File: src/rtl/l2_port_arbiter.sv
// -----------------------------------------------------------------------------
// l2_port_arbiter
//
// Two-port arbiter and sequencer in front of the shared level-2 cache port.
// Port 0 is the instruction cache, port 1 the data cache. Each port raises
// read or write and holds it; the arbiter grants one port at a time, runs a
// single level-2 transaction for it, pulses that port's done and, for a read,
// hands the refilled 128-bit block back to that port only.
//
// Transaction sequence (one state per cycle, WAIT may repeat):
//   IDLE  -> grant a pending port, latch op/addr/wdata
//   ISSUE -> level-2 command is on the bus (registered outputs)
//   WAIT  -> command held until stall_level_2 drops
//   DONE  -> command dropped, done pulse, last_grant updated
//
// Ports:
//   clk, rst_n                       clock (rising edge), async active-low reset
//   p0_read, p0_write                port 0 request, held until p0_done
//   p0_addr, p0_wdata                port 0 address / write data
//   p0_stall                         port 0 must hold (combinational)
//   p0_done                          port 0 one-cycle completion pulse
//   p0_block                         last refill block returned to port 0
//   p1_*                             same set for port 1
//   mem_read_index, mem_write_index  level-2 read / write command
//   addr_to_mem, data_to_mem         level-2 address / write data
//   stall_level_2                    level-2 busy
//   block_of_data_from_cache_level_2 level-2 read data, valid when not stalled
//   timeout_err                      sticky abort flag
//
// Configuration:
//   L2_ARB_TIMEOUT_EN  when defined, a WAIT that stays stalled for
//                      TIMEOUT_CYCLES cycles is abandoned: done still pulses,
//                      the block is not updated and timeout_err is set until
//                      reset. When undefined, WAIT lasts as long as the stall
//                      and timeout_err is tied low.
// -----------------------------------------------------------------------------
module l2_port_arbiter #(
  parameter int unsigned TIMEOUT_CYCLES = 255
) (
  input  logic         clk,
  input  logic         rst_n,

  input  logic         p0_read,
  input  logic         p0_write,
  input  logic [31:0]  p0_addr,
  input  logic [31:0]  p0_wdata,
  output logic         p0_stall,
  output logic         p0_done,
  output logic [127:0] p0_block,

  input  logic         p1_read,
  input  logic         p1_write,
  input  logic [31:0]  p1_addr,
  input  logic [31:0]  p1_wdata,
  output logic         p1_stall,
  output logic         p1_done,
  output logic [127:0] p1_block,

  output logic         mem_read_index,
  output logic         mem_write_index,
  output logic [31:0]  addr_to_mem,
  output logic [31:0]  data_to_mem,
  input  logic         stall_level_2,
  input  logic [127:0] block_of_data_from_cache_level_2,

  output logic         timeout_err
);

  // ---------------------------------------------------------------------------
  // State encoding
  // ---------------------------------------------------------------------------
  localparam logic [1:0] ST_IDLE  = 2'd0;
  localparam logic [1:0] ST_ISSUE = 2'd1;
  localparam logic [1:0] ST_WAIT  = 2'd2;
  localparam logic [1:0] ST_DONE  = 2'd3;

  logic [1:0] state_q;
  logic [1:0] state_d;

  // Granted transaction. The address and write data of the granted request
  // live directly in addr_to_mem / data_to_mem, which are registered outputs.
  logic       gnt_port_q;   // 0: port 0, 1: port 1
  logic       gnt_read_q;   // 1: read refill, 0: write-through
  logic       last_grant_q; // port served by the most recent transaction

  // ---------------------------------------------------------------------------
  // Request decode and arbitration
  // ---------------------------------------------------------------------------
  logic        p0_pend;
  logic        p1_pend;
  logic        any_pend;
  logic        grant_port;
  logic        sel_read;
  logic [31:0] sel_addr;
  logic [31:0] sel_wdata;

  assign p0_pend  = p0_read | p0_write;
  assign p1_pend  = p1_read | p1_write;
  assign any_pend = p0_pend | p1_pend;

  // On a tie the port that was not served last wins; otherwise the single
  // pending port wins. With nothing pending the value is unused.
  assign grant_port = (p0_pend & p1_pend) ? ~last_grant_q : p1_pend;

  // Read takes priority over write on the same port; a simultaneous write is
  // dropped, so the op is "read" whenever read is high, else "write".
  assign sel_read  = grant_port ? p1_read  : p0_read;
  assign sel_addr  = grant_port ? p1_addr  : p0_addr;
  assign sel_wdata = grant_port ? p1_wdata : p0_wdata;

  // ---------------------------------------------------------------------------
  // WAIT exit conditions
  // ---------------------------------------------------------------------------
  logic in_wait;
  logic wait_complete;  // level-2 accepted / returned data
  logic timeout_hit;    // level-2 still busy after the allowed WAIT cycles
  logic wait_exit;

  assign in_wait       = (state_q == ST_WAIT);
  assign wait_complete = in_wait & ~stall_level_2;
  assign wait_exit     = wait_complete | timeout_hit;

`ifdef L2_ARB_TIMEOUT_EN
  localparam logic [7:0] TIMEOUT_LIMIT = 8'(TIMEOUT_CYCLES);

  // Counts stalled WAIT cycles. It is cleared in ISSUE so the first WAIT cycle
  // starts from zero; the abort fires on the stalled cycle that brings the
  // count to TIMEOUT_LIMIT, which is the last WAIT cycle.
  logic [7:0] wait_cnt_q;

  assign timeout_hit = in_wait & stall_level_2 &
                       (wait_cnt_q == (TIMEOUT_LIMIT - 8'd1));

  always_ff @(posedge clk or negedge rst_n) begin
    if (!rst_n) begin
      wait_cnt_q <= 8'd0;
    end else if (state_q == ST_ISSUE) begin
      wait_cnt_q <= 8'd0;
    end else if (in_wait && stall_level_2) begin
      wait_cnt_q <= wait_cnt_q + 8'd1;
    end
  end

  // Sticky until reset.
  always_ff @(posedge clk or negedge rst_n) begin
    if (!rst_n) begin
      timeout_err <= 1'b0;
    end else if (timeout_hit) begin
      timeout_err <= 1'b1;
    end
  end
`else
  assign timeout_hit = 1'b0;
  assign timeout_err = 1'b0;
`endif

  // ---------------------------------------------------------------------------
  // Next-state logic
  // ---------------------------------------------------------------------------
  always_comb begin
    // NOTE: default assignment first so every path drives state_d and no
    // latch is inferred.
    state_d = state_q;
    case (state_q)
      ST_IDLE:  if (any_pend)  state_d = ST_ISSUE;
      ST_ISSUE:                state_d = ST_WAIT;
      ST_WAIT:  if (wait_exit) state_d = ST_DONE;
      ST_DONE:                 state_d = ST_IDLE;
      default:                 state_d = ST_IDLE;
    endcase
  end

  always_ff @(posedge clk or negedge rst_n) begin
    if (!rst_n) begin
      // NOTE: sequential state uses non-blocking assignments so every
      // register samples pre-edge values regardless of block ordering.
      state_q <= ST_IDLE;
    end else begin
      state_q <= state_d;
    end
  end

  // ---------------------------------------------------------------------------
  // Grant bookkeeping
  // ---------------------------------------------------------------------------
  always_ff @(posedge clk or negedge rst_n) begin
    if (!rst_n) begin
      gnt_port_q   <= 1'b0;
      gnt_read_q   <= 1'b0;
      last_grant_q <= 1'b1;  // port 0 wins the first tie after reset
    end else begin
      if (state_q == ST_IDLE && any_pend) begin
        gnt_port_q <= grant_port;
        gnt_read_q <= sel_read;
      end
      if (state_q == ST_DONE) begin
        last_grant_q <= gnt_port_q;
      end
    end
  end

  // ---------------------------------------------------------------------------
  // Level-2 command outputs
  //
  // The command is set on the IDLE->ISSUE edge and cleared on the WAIT->DONE
  // edge, so the indices are high from ISSUE through the last WAIT cycle.
  // Address and write data stay put between transactions; the write data is
  // only replaced by a write grant.
  // ---------------------------------------------------------------------------
  always_ff @(posedge clk or negedge rst_n) begin
    if (!rst_n) begin
      mem_read_index  <= 1'b0;
      mem_write_index <= 1'b0;
      addr_to_mem     <= 32'd0;
      data_to_mem     <= 32'd0;
    end else begin
      if (state_q == ST_IDLE && any_pend) begin
        mem_read_index  <= sel_read;
        mem_write_index <= ~sel_read;
        addr_to_mem     <= sel_addr;
        if (!sel_read) begin
          data_to_mem <= sel_wdata;
        end
      end else if (wait_exit) begin
        mem_read_index  <= 1'b0;
        mem_write_index <= 1'b0;
      end
    end
  end

  // ---------------------------------------------------------------------------
  // Completion pulses
  //
  // Raised on the WAIT->DONE edge so they are high exactly in the DONE cycle.
  // A requester that dropped its request meanwhile still gets the pulse.
  // ---------------------------------------------------------------------------
  always_ff @(posedge clk or negedge rst_n) begin
    if (!rst_n) begin
      p0_done <= 1'b0;
      p1_done <= 1'b0;
    end else begin
      p0_done <= wait_exit & ~gnt_port_q;
      p1_done <= wait_exit &  gnt_port_q;
    end
  end

  // ---------------------------------------------------------------------------
  // Refill blocks
  //
  // Each port's block only changes on a completed read for that port. An
  // aborted (timed-out) read leaves it untouched because wait_complete
  // requires the stall to be low.
  // ---------------------------------------------------------------------------
  always_ff @(posedge clk or negedge rst_n) begin
    if (!rst_n) begin
      // NOTE: these wide data registers are reset on purpose: requesters may
      // look at the block before any refill and must see zero, not X.
      p0_block <= 128'd0;
      p1_block <= 128'd0;
    end else if (wait_complete && gnt_read_q) begin
      if (gnt_port_q) begin
        p1_block <= block_of_data_from_cache_level_2;
      end else begin
        p0_block <= block_of_data_from_cache_level_2;
      end
    end
  end

  // ---------------------------------------------------------------------------
  // Stalls
  //
  // Purely combinational: a requesting port is released only in the cycle its
  // done pulse is high, so the port not being served stays stalled throughout.
  // ---------------------------------------------------------------------------
  assign p0_stall = p0_pend & ~p0_done;
  assign p1_stall = p1_pend & ~p1_done;

endmodule

File: config.mk
export PLATFORM = sky130hd
export DESIGN_NAME = l2_port_arbiter
export DESIGN_NICKNAME = d
export VERILOG_FILES = /design/src/rtl/l2_port_arbiter.sv
export SDC_FILE = /design/constraint.sdc
export NUM_CORES = 1
export LEC_CHECK = 0
export CAP_MARGIN = 20
export CORE_AREA = 4 4 230 232
export DETAILED_ROUTE_END_ITERATION = 8
export DIE_AREA = 0 0 234 236
export PLACE_DENSITY = 0.65
export SLEW_MARGIN = 5
export SYNTH_ARGS = -nofsm -noshare
export SYNTH_HDL_FRONTEND = slang
export SYNTH_SLANG_ARGS = --single-unit
File: constraint.sdc
create_clock -name clk -period 3 [get_ports clk]
set_input_delay 0.6 -clock clk [delete_from_list [all_inputs] [get_ports clk]]
set_output_delay 0.6 -clock clk [all_outputs]
set_load 0.005 [all_outputs]
# After elaboration in Yosys (flattened, before gate mapping)
# Index checks and enable logic that the tools add are counted.
[totals]
reg_bits = 329
latch_bits = 0
mem_bits_rw = 0
mem_bits_ro = 0
input_bits = 263
output_inout_bits = 327
elab_cells = 50
memories = 0
[classes]
addsub = 0
multipliers = 0
n_div = 0
order_cmp = 0
n_eq_ne = 5
shift = 0
n_mux = 10
bitwise_logic = 15
reduce_logical = 8
[op_table]
columns = ["op", "n"]
rows = [
  ["two-way mux 32 bit", 2],
  ["one-hot mux 2 bit (4 select lines)", 1],
  ["AND reduction 2 bit", 4],
  ["AND 1 bit", 6],
  ["NOT 1 bit", 6],
  ["two-way mux 1 bit", 5],
  ["equality test 2 bit, second input constant", 2],
  ["two-way mux 2 bit", 2],
  ["bitwise OR 1 bit", 3],
  ["equality test 2 x 1 -> 1 bit, second input constant", 1],
  ["logical AND 1 bit", 2],
  ["zero test 2 bit", 1],
  ["inequality test 2 x 1 -> 1 bit, second input constant", 1],
  ["inequality test 2 bit, second input constant", 1],
  ["nonzero test 2 bit", 1],
]

# Logic depth before layout (Yosys ltp)
# Gate-level depths: netlist of the first run.
[logic_depth]
ltp_word = 6
mapped_depth = 8
depth_no_buf = 5

# Least setup slack after synthesis of the first run
# Ideal clock, no wire load.
[synth_timing]
path_kind = "input to output"
start = "input p1_write"
end = "output p1_stall"
arrival_time_ns = 1.336
required_time_ns = 2.400
setup_slack_ns = 1.064
path_stages = 4
path_cell_list = "nor2_1 -> buf_2 -> clkbuf_1 -> nor2_1"
[synth_via]
elab_chain_len = 2
[synth_rtl]
columns = ["item", "line_no", "text"]
rows = [
  ["from (decl)", "52", "input logic p1_write,"],
  ["bitwise OR 1 bit", "98", "assign p1_pend = p1_read | p1_write;"],
  ["AND 1 bit", "276", "assign p1_stall = p1_pend & ~p1_done;"],
  ["to (decl)", "55", "output logic p1_stall,"],
]
# No other way between the ends.

# Worst setup path after layout of the first run
[layout_timing]
start = "input p1_read"
end = "output p1_stall"
[layout_via]
elab_chain_len = 2
[layout_rtl]
columns = ["item", "line_no", "text"]
rows = [
  ["from (decl)", "51", "input logic p1_read,"],
  ["bitwise OR 1 bit", "98", ""],
  ["AND 1 bit", "276", ""],
]
# No other way between the ends.

==> flow_summary.toml, run 1 <==
[status]
status = "complete, no violations"

[floorplan]
io_pins = 590
num_rows = 83
die_w_microns = 234
initial_utilization = 0.266
die_h_microns = 236
coreArea_sq_um = 51000
die_area_sq_um = 55200

[clock_tree]
cts_buffer_depth = 3
ctsHtreeMaxLevel = 2
clk_latency_ps = 550
cts-resized-gates = 0
path_clk_slew_ps = 60
cts_sinks = 329
cts_root_buf = "clkbuf_16"
postCtsHoldBufs = 0
cts_setup_buffers = 0
cts_buffers = 38
cts_tree = "built"

[global_route]
grt_pass1_wl_mm = 68.2
grt_use_total = 0.157
grt_max_degree = 85
grt_pass1_vias = 11200
antenna_found_initial = 2
overflow = 0

[detailed_routing]
dr.pass1.iters = 6
antenna_left = 0
viasPerCell = 4.64
drc = 0
drt_first_iter_violations = 394
finalWirelength_mm = 45.1
detail_route.wl_per_cell_microns = 20.0
num_vias = 10500

[sta]
final.min_clock_period_ps = 2580
setup_viol = 0
slew_violations = 0
skew_ps = 17.1
fmax_mhz = 387
final_hold_viol_count = 0
setup-tns-final_ps = 0
worst_slack_ps = 418
maxSlewHeadroom = 0.497
worst_slew_pin_slew_ps = 754
grt_setup_unrepaired = "false"
post-route-period-util = 0.861

[final_layout]
stdcell_count = 2257
drive_above_1_share = 0.0939
layout_commonest_cell = "clkdlybuf4s50_1"
synthToLayoutAreaGrowth_pct = 59.0
fin_nets = 1814
final_cell_mix = "clkdlybuf4s50_1 (587), dfrtp_1 (328), mux2_1 (257)"

[min_path]
hp-class = "primary input to asynchronous set/reset pin"

[critical_path]
critical_path.startpoint = "p1_read"
ff2ff_setup_slack_ps = 740
end_kind = "output port"
start_kind = "primary input"
critical_path_class = "primary input to output port"
crit_fanout = 7
reg2reg_to = "p0_block[33]"
cp_data_required_time_ps = 2400
rr_worst_depth = 7
cp.arrival_ps = 1980
endpoint = "p1_stall"
r2r-start = "state_q[0]"

[run]
cap_violations = 0

[synthesis]
syn-num-nets = 1228
yosysUniqueCellTypes = 41
ys_ff_latch = 329
synth-main-ff-cell = "dfrtp_1"
synth_warnings = 0
syn_area_sq_um = 13600
synth_edf_count = 0
postSynthCellCount = 961
yosysSeqAreaShare = 0.607
avgSynthCellArea_sq_um = 14.1
synthArstFlopShare = 1.00

[placement]
port_buffers = 588
dp.cells = 2187
dp_hpwl_mm = 33.9
pre_cts_slack_ps = 255
place.gp.congestion = 0.832

[pwr]
vdd_drop_max_mv = 0.540
p_per_area_nw_per_um2 = 1010
power.leakage_nw = 8.76
-- cell usage after synthesis, types with 9 or more instances --
cell,count,share of area
clkbuf_1,30,0.0083
mux2_1,257,0.21
a2111oi_2,17,0.019
nand3_1,32,0.012
o21ai_0,51,0.019
a31oi_1,45,0.021
a21oi_1,33,0.012
a2111oi_1,9,0.0066
buf_2,31,0.011
nor2_1,40,0.011
a31oi_2,19,0.018
dfrtp_1,328,0.61
o21ai_1,13,0.0048
buf_6,14,0.012
-- power by group --
part	internal [W]	total, W	switching [W]	leakage, nW
logic	0.00573	0.00929	0.00356	4.23
registers	0.00668	0.00790	0.00122	3.93
clock network	0.00270	0.00455	0.00186	0.610
-- critical path: stages --
cell and delay (ps):
clkdlybuf4s50_1 670, nor2_4 90, nor2_1 110, clkdlybuf4s50_1 510
-- metal layers --
layer	track usage	part of all wire	vias to the layer above	routed length, microns
met5	0	0.00027	-	12
met4	0.0450	0.026	2	1190
met3	0.0601	0.11	68	4750
met2	0.270	0.49	481	22200
met1	0.182	0.38	5208	17000
li1	-	-	4711	-
-- area by class of cell --
cell class                      instances  area (sq um)
Fill cell                            4728         29400
Inverter                                2          7.51
Clock buffer                           56          1120
Tap cell                              680           851
Multi-Input combinational cell        548          4890
Clock inverter                         13           121
Sequential cell                       329          8230
Timing Repair Buffer                  628          6340
Antenna cell                            1          2.50
-- stage by stage --
step	power (W)	instance area (sq um)	util	hold slack, ps
CTS	0.0221	21600	0.423	70.7
floorplan	0.0111	13600	-	304
detailed placement	0.0174	20300	0.399	474
global route	0.0231	21600	0.423	87.9
finish	0.0218	21600	0.423	59.7
global placement	0.0172	20300	0.399	467
-- flip-flops by register name, indices dropped and copies added, names as in the netlist --
register,flops
addr_to_mem,32
data_to_mem,32
gnt_port_q,1
gnt_read_q,1
last_grant_q,1
mem_read_index,1
mem_write_index,1
p0_block,128
p0_done,1
p1_block,128
p1_done,1
state_q,2
-- cell families (layout without fill, tap and decap cells) --
kind of cell,after synthesis,in the layout,synth area share
AOI/OAI and AO/OA,203,203,0.111
adders and majority gates,4,4,0.00369
buffers and inverters,84,699,0.0355
DFF,329,329,0.607
muxes,258,258,0.214
other,1,2,0.000276
and+or+nand+nor,82,82,0.0281
-- worst min path at each step --
stage / startpoint / end / slack (ps) / cells after the start
after floorplan: rst_n / addr_to_mem[0] / 300 / 0
after global placement: p0_block[18] / p0_block[18] / 470 / 1
after detailed placement: p0_block[18] / p0_block[18] / 470 / 1
after CTS: rst_n / addr_to_mem[31] / 70 / 1
after global routing: rst_n / addr_to_mem[31] / 90 / 1
final: rst_n / addr_to_mem[31] / 60 / 1
(Power assumes the default switching activity.)
==> run 2: changes to the inputs <==
--- a/config.mk
+++ b/config.mk
@@ -14,3 +14,4 @@
 export SYNTH_ARGS = -nofsm -noshare
 export SYNTH_HDL_FRONTEND = slang
 export SYNTH_SLANG_ARGS = --single-unit
+export TNS_END_PERCENT = 50
==> constraint.sdc (replaced) <==
create_clock -name clk -period 3.05 [get_ports clk]
set_input_delay 0.61 -clock clk [delete_from_list [all_inputs] [get_ports clk]]
set_output_delay 0.61 -clock clk [all_outputs]
set_load 0.005 [all_outputs]
==> flow_summary.toml, run 2 (synthesis results as in run 1) <==
[clock_tree]
cts_buffer_depth = 3
cts_tree = "built"
clk_latency_ps = 550
path_clk_slew_ps = 60
cts-resized-gates = 0
cts_root_buf = "clkbuf_16"
ctsHtreeMaxLevel = 2
cts_setup_buffers = 0
postCtsHoldBufs = 0
cts_buffers = 39
cts_sinks = 329

[placement]
place.gp.congestion = 0.841
port_buffers = 588
dp_hpwl_mm = 34.2
postPlaceCellArea_sq_um = 20300

[final_layout]
drive_above_1_share = 0.0921
fin_nets = 1814
final_cell_mix = "clkdlybuf4s50_1 (587), dfrtp_1 (328), mux2_1 (257)"
layout_commonest_cell = "clkdlybuf4s50_1"
layout.cell_area.non_filler_sq_um = 21600
diodes = 0
nFillCells = 4725
synthToLayoutAreaGrowth_pct = 59.5
top_regs = "p0_block (128), p1_block (128)"

[pwr]
vdd_drop_max_mv = 0.525
p_per_area_nw_per_um2 = 1000
power.leakage_nw = 8.79

[critical_path]
cp_data_required_time_ps = 2440
ff2ff_setup_slack_ps = 810
rr_worst_depth = 7
crit_fanout = 6
start_kind = "primary input"
cp.arrival_ps = 1970
critical_path_class = "primary input to output port"
r2r-start = "state_q[0]"
end_kind = "output port"
reg2reg_to = "p0_block[46]"

[floorplan]
initial_utilization = 0.266
die_h_microns = 236
die_w_microns = 234
num_rows = 83
coreArea_sq_um = 51000
io_pins = 590
die_area_sq_um = 55200

[sta]
fmax_mhz = 387
post-route-period-util = 0.847
grt_setup_unrepaired = "false"
worst_slew_pin_slew_ps = 742
fin_hold_ws_ps = 80.1
setup-tns-final_ps = 0
skew_ps = 12.6
maxSlewHeadroom = 0.505
final.min_clock_period_ps = 2580
setup_viol = 0
final_hold_viol_count = 0
slew_violations = 0

[global_route]
grt_pass1_wl_mm = 68.7
overflow = 0
antenna_found_initial = 3
grt_pass1_vias = 11400
grt_use_total = 0.158
grt_max_degree = 83

[detailed_routing]
drc = 0
viasPerCell = 4.66
drt_first_iter_violations = 426
num_vias = 10500
antenna_left = 0
dr.pass1.iters = 4
detail_route.wl_per_cell_microns = 20.2
finalWirelength_mm = 45.6

[status]
status = "complete, no violations"

[run]
cap_violations = 0

[min_path]
hp-class = "primary input to asynchronous set/reset pin"
-- run 2: worst max-delay path by stage --
stage                              from  depth (start not counted)  slack (ps)            to
after floorplan                p1_write                          4        1090      p1_stall
after global placement    stall_level_2                          6         400  p0_block[43]
after CTS                       p1_read                          4         470      p1_stall
after global routing            p1_read                          4         390      p1_stall
final                           p1_read                          4         470      p1_stall
after detailed placement  stall_level_2                          6         310  p0_block[46]
-- run 2: final cells by class --
cell class                 instances  area (sq um)  share of cell area
tap                              680           851              0.0393
timing repair buffer             627          6330               0.293
sequential                       329          8230               0.381
clock buffer                      56          1100              0.0508
inverter                           2          7.51            0.000347
clock inverter                    13           214             0.00989
multi-input combinational        548          4890               0.226
-- run 2: per-stage QoR --
| step | util | setup slack, ps | total power [W] | cells |
|---|---|---|---|---|
| after floorplan | - | 1090 | 0.0109 | 961 |
| after global placement | 0.398 | 400 | 0.0170 | 2186 |
| after detailed placement | 0.398 | 314 | 0.0172 | 2186 |
| after CTS | 0.424 | 466 | 0.0220 | 2255 |
| after global routing | 0.424 | 389 | 0.0230 | 2255 |
| final | 0.424 | 466 | 0.0217 | 2255 |
-- run 2: critical path: stages --
cell and delay, ps:
clkdlybuf4s50_1 660, nor2_4 90, nor2_1 100, clkdlybuf4s50_1 510
-- run 2: where the power goes --
part	internal (W)	leakage, nW	switching [W]
Clock	0.00287	0.638	0.00183
Combinational	0.00566	4.22	0.00354
Sequential	0.00657	3.93	0.00120
Total	0.0151	8.79	0.00657
-- run 2: layer usage --
| metal | vias to the layer above | track usage | part of all wire |
|---|---|---|---|
| met2 | 475 | 0.271 | 0.49 |
| met4 | 6 | 0.0459 | 0.028 |
| met5 | - | 0 | 0.0010 |
| met1 | 5250 | 0.180 | 0.38 |
| met3 | 66 | 0.0651 | 0.11 |
| li1 | 4705 | - | - |
==> run 3: changes to the inputs <==
==> constraint.sdc (replaced) <==
create_clock -name clk -period 2.63 [get_ports clk]
set_input_delay 0.526 -clock clk [delete_from_list [all_inputs] [get_ports clk]]
set_output_delay 0.526 -clock clk [all_outputs]
set_load 0.005 [all_outputs]
==> flow_summary.toml, run 3 (synthesis results as in run 1) <==
[clock_tree]
cts_root_buf = "clkbuf_16"
cts_tree = "built"
cts_buffers = 38
clk_latency_ps = 550
cts_buffer_depth = 3
cts_setup_buffers = 0
ctsHtreeMaxLevel = 2
cts_sinks = 329
path_clk_slew_ps = 50

[critical_path]
cp.arrival_ps = 1770
end_kind = "output port"
crit_fanout = 4
cp_data_required_time_ps = 2100
start_kind = "primary input"
critical_path_class = "primary input to output port"

[floorplan]
die_area_sq_um = 55200
initial_utilization = 0.266
die_w_microns = 234
coreArea_sq_um = 51000
num_rows = 83
io_pins = 590
die_h_microns = 236

[final_layout]
top_regs = "p0_block (128), p1_block (128)"
nFillCells = 4718
layout_commonest_cell = "clkdlybuf4s50_1"
drive_above_1_share = 0.0914
synthToLayoutAreaGrowth_pct = 59.7
final_cell_mix = "clkdlybuf4s50_1 (587), dfrtp_1 (328), mux2_1 (257)"
diodes = 0
fin_nets = 1816

[min_path]
hp-class = "register to register"

[detailed_routing]
dr.pass1.iters = 5
finalWirelength_mm = 45.0
wl_met3_mm = 4.33
met1Wirelength_mm = 17.3
detail_route.wl_per_cell_microns = 20.0
drc = 0
wl_met2_mm = 22.2
top_layer_used = "met5"
num_vias = 10500
antenna_left = 0
viasPerCell = 4.63
drt_first_iter_violations = 363

[global_route]
grt_pass1_wl_mm = 67.5
overflow = 0
grt_max_degree = 74
antenna_found_initial = 4
grt_pass1_vias = 11200
grt_use_total = 0.155

[sta]
fmax_mhz = 435
worst_slack_ps = 334
worst_slew_pin_slew_ps = 480
slew_violations = 0
grt_setup_unrepaired = "false"
setup-tns-final_ps = 0
final_hold_viol_count = 0
maxSlewHeadroom = 0.671
post-route-period-util = 0.873
setup_viol = 0
final.min_clock_period_ps = 2300
skew_ps = 16.5

[run]
cap_violations = 0

[placement]
dp_hpwl_mm = 33.9
pre_cts_slack_ps = 47.1
place.gp.congestion = 0.858
port_buffers = 588

[pwr]
power.leakage_nw = 8.80
p_per_area_nw_per_um2 = 1150
vdd_drop_max_mv = 0.549
fin_total_pwr_w = 0.0249

[status]
status = "complete, no violations"
[run 3: cell count changes in the layout (fill, tap and decap cells not counted), sizes merged]
cell,previous run,this run
buf,40,42
bufinv,4,2
clkbuf,56,58
clkinv,6,4
clkinvlp,1,0
dlygate4sd3,0,1
inv,4,5
[run 3: timing repair]
action / 4_1_cts / 5_1_grt
gates resized for setup: 0 / 0
setup endpoints to repair: 0 / 0
hold buffers: 1 / 0
hold endpoints to repair: 46 / 0
[run 3: per-layer routing]
metal  global-route usage  vias to the layer above
li1                     -                     4698
met2                0.270                      481
met1                0.181                     5185
met4               0.0454                        8
met3               0.0537                       79
met5                    0                        -
[run 3: worst paths after layout]
path	slack, ps	start	cells past startpoint	to
max	330	p0_read	4	p0_stall
min reg2reg	480	p0_block[104]	1	p0_block[104]
min in group asynchronous	510	rst_n	2	addr_to_mem[31]
max in group asynchronous	1350	rst_n	3	p0_block[50]
max reg2reg	470	state_q[0]	7	p0_block[34]
min	480	p0_block[104]	1	p0_block[104]
[run 3: final cells by class]
cell class                      count  area (sq um)  area share
Multi-Input combinational cell    548          4890       0.226
Inverter                            2          7.51    0.000347
Timing Repair Buffer              630          6430       0.297
Clock inverter                      9           140     0.00647
Tap cell                          680           851      0.0393
Clock buffer                       58          1110      0.0511
Sequential cell                   329          8230       0.380
[run 3: critical path: stages]
cell	delay [ps]
clkdlybuf4s50_1	510
nor2_1	90
nor2_1	120
clkdlybuf4s50_1	520
[run 3: report_power, final]
group / internal, W / switching (W)
clock: 0.00313 / 0.00209
sequential: 0.00762 / 0.00142
combinational: 0.00662 / 0.00404
total: 0.0174 / 0.00755
[run 3: stage by stage]
stage	instances	cell area, sq um	hold WS (ps)	util
after detailed placement	2188	20400	474	0.400
after CTS	2256	21700	486	0.425
final	2256	21700	480	0.425
after floorplan	961	13600	230	-
after global placement	2188	20400	467	0.400
after global routing	2256	21700	490	0.425
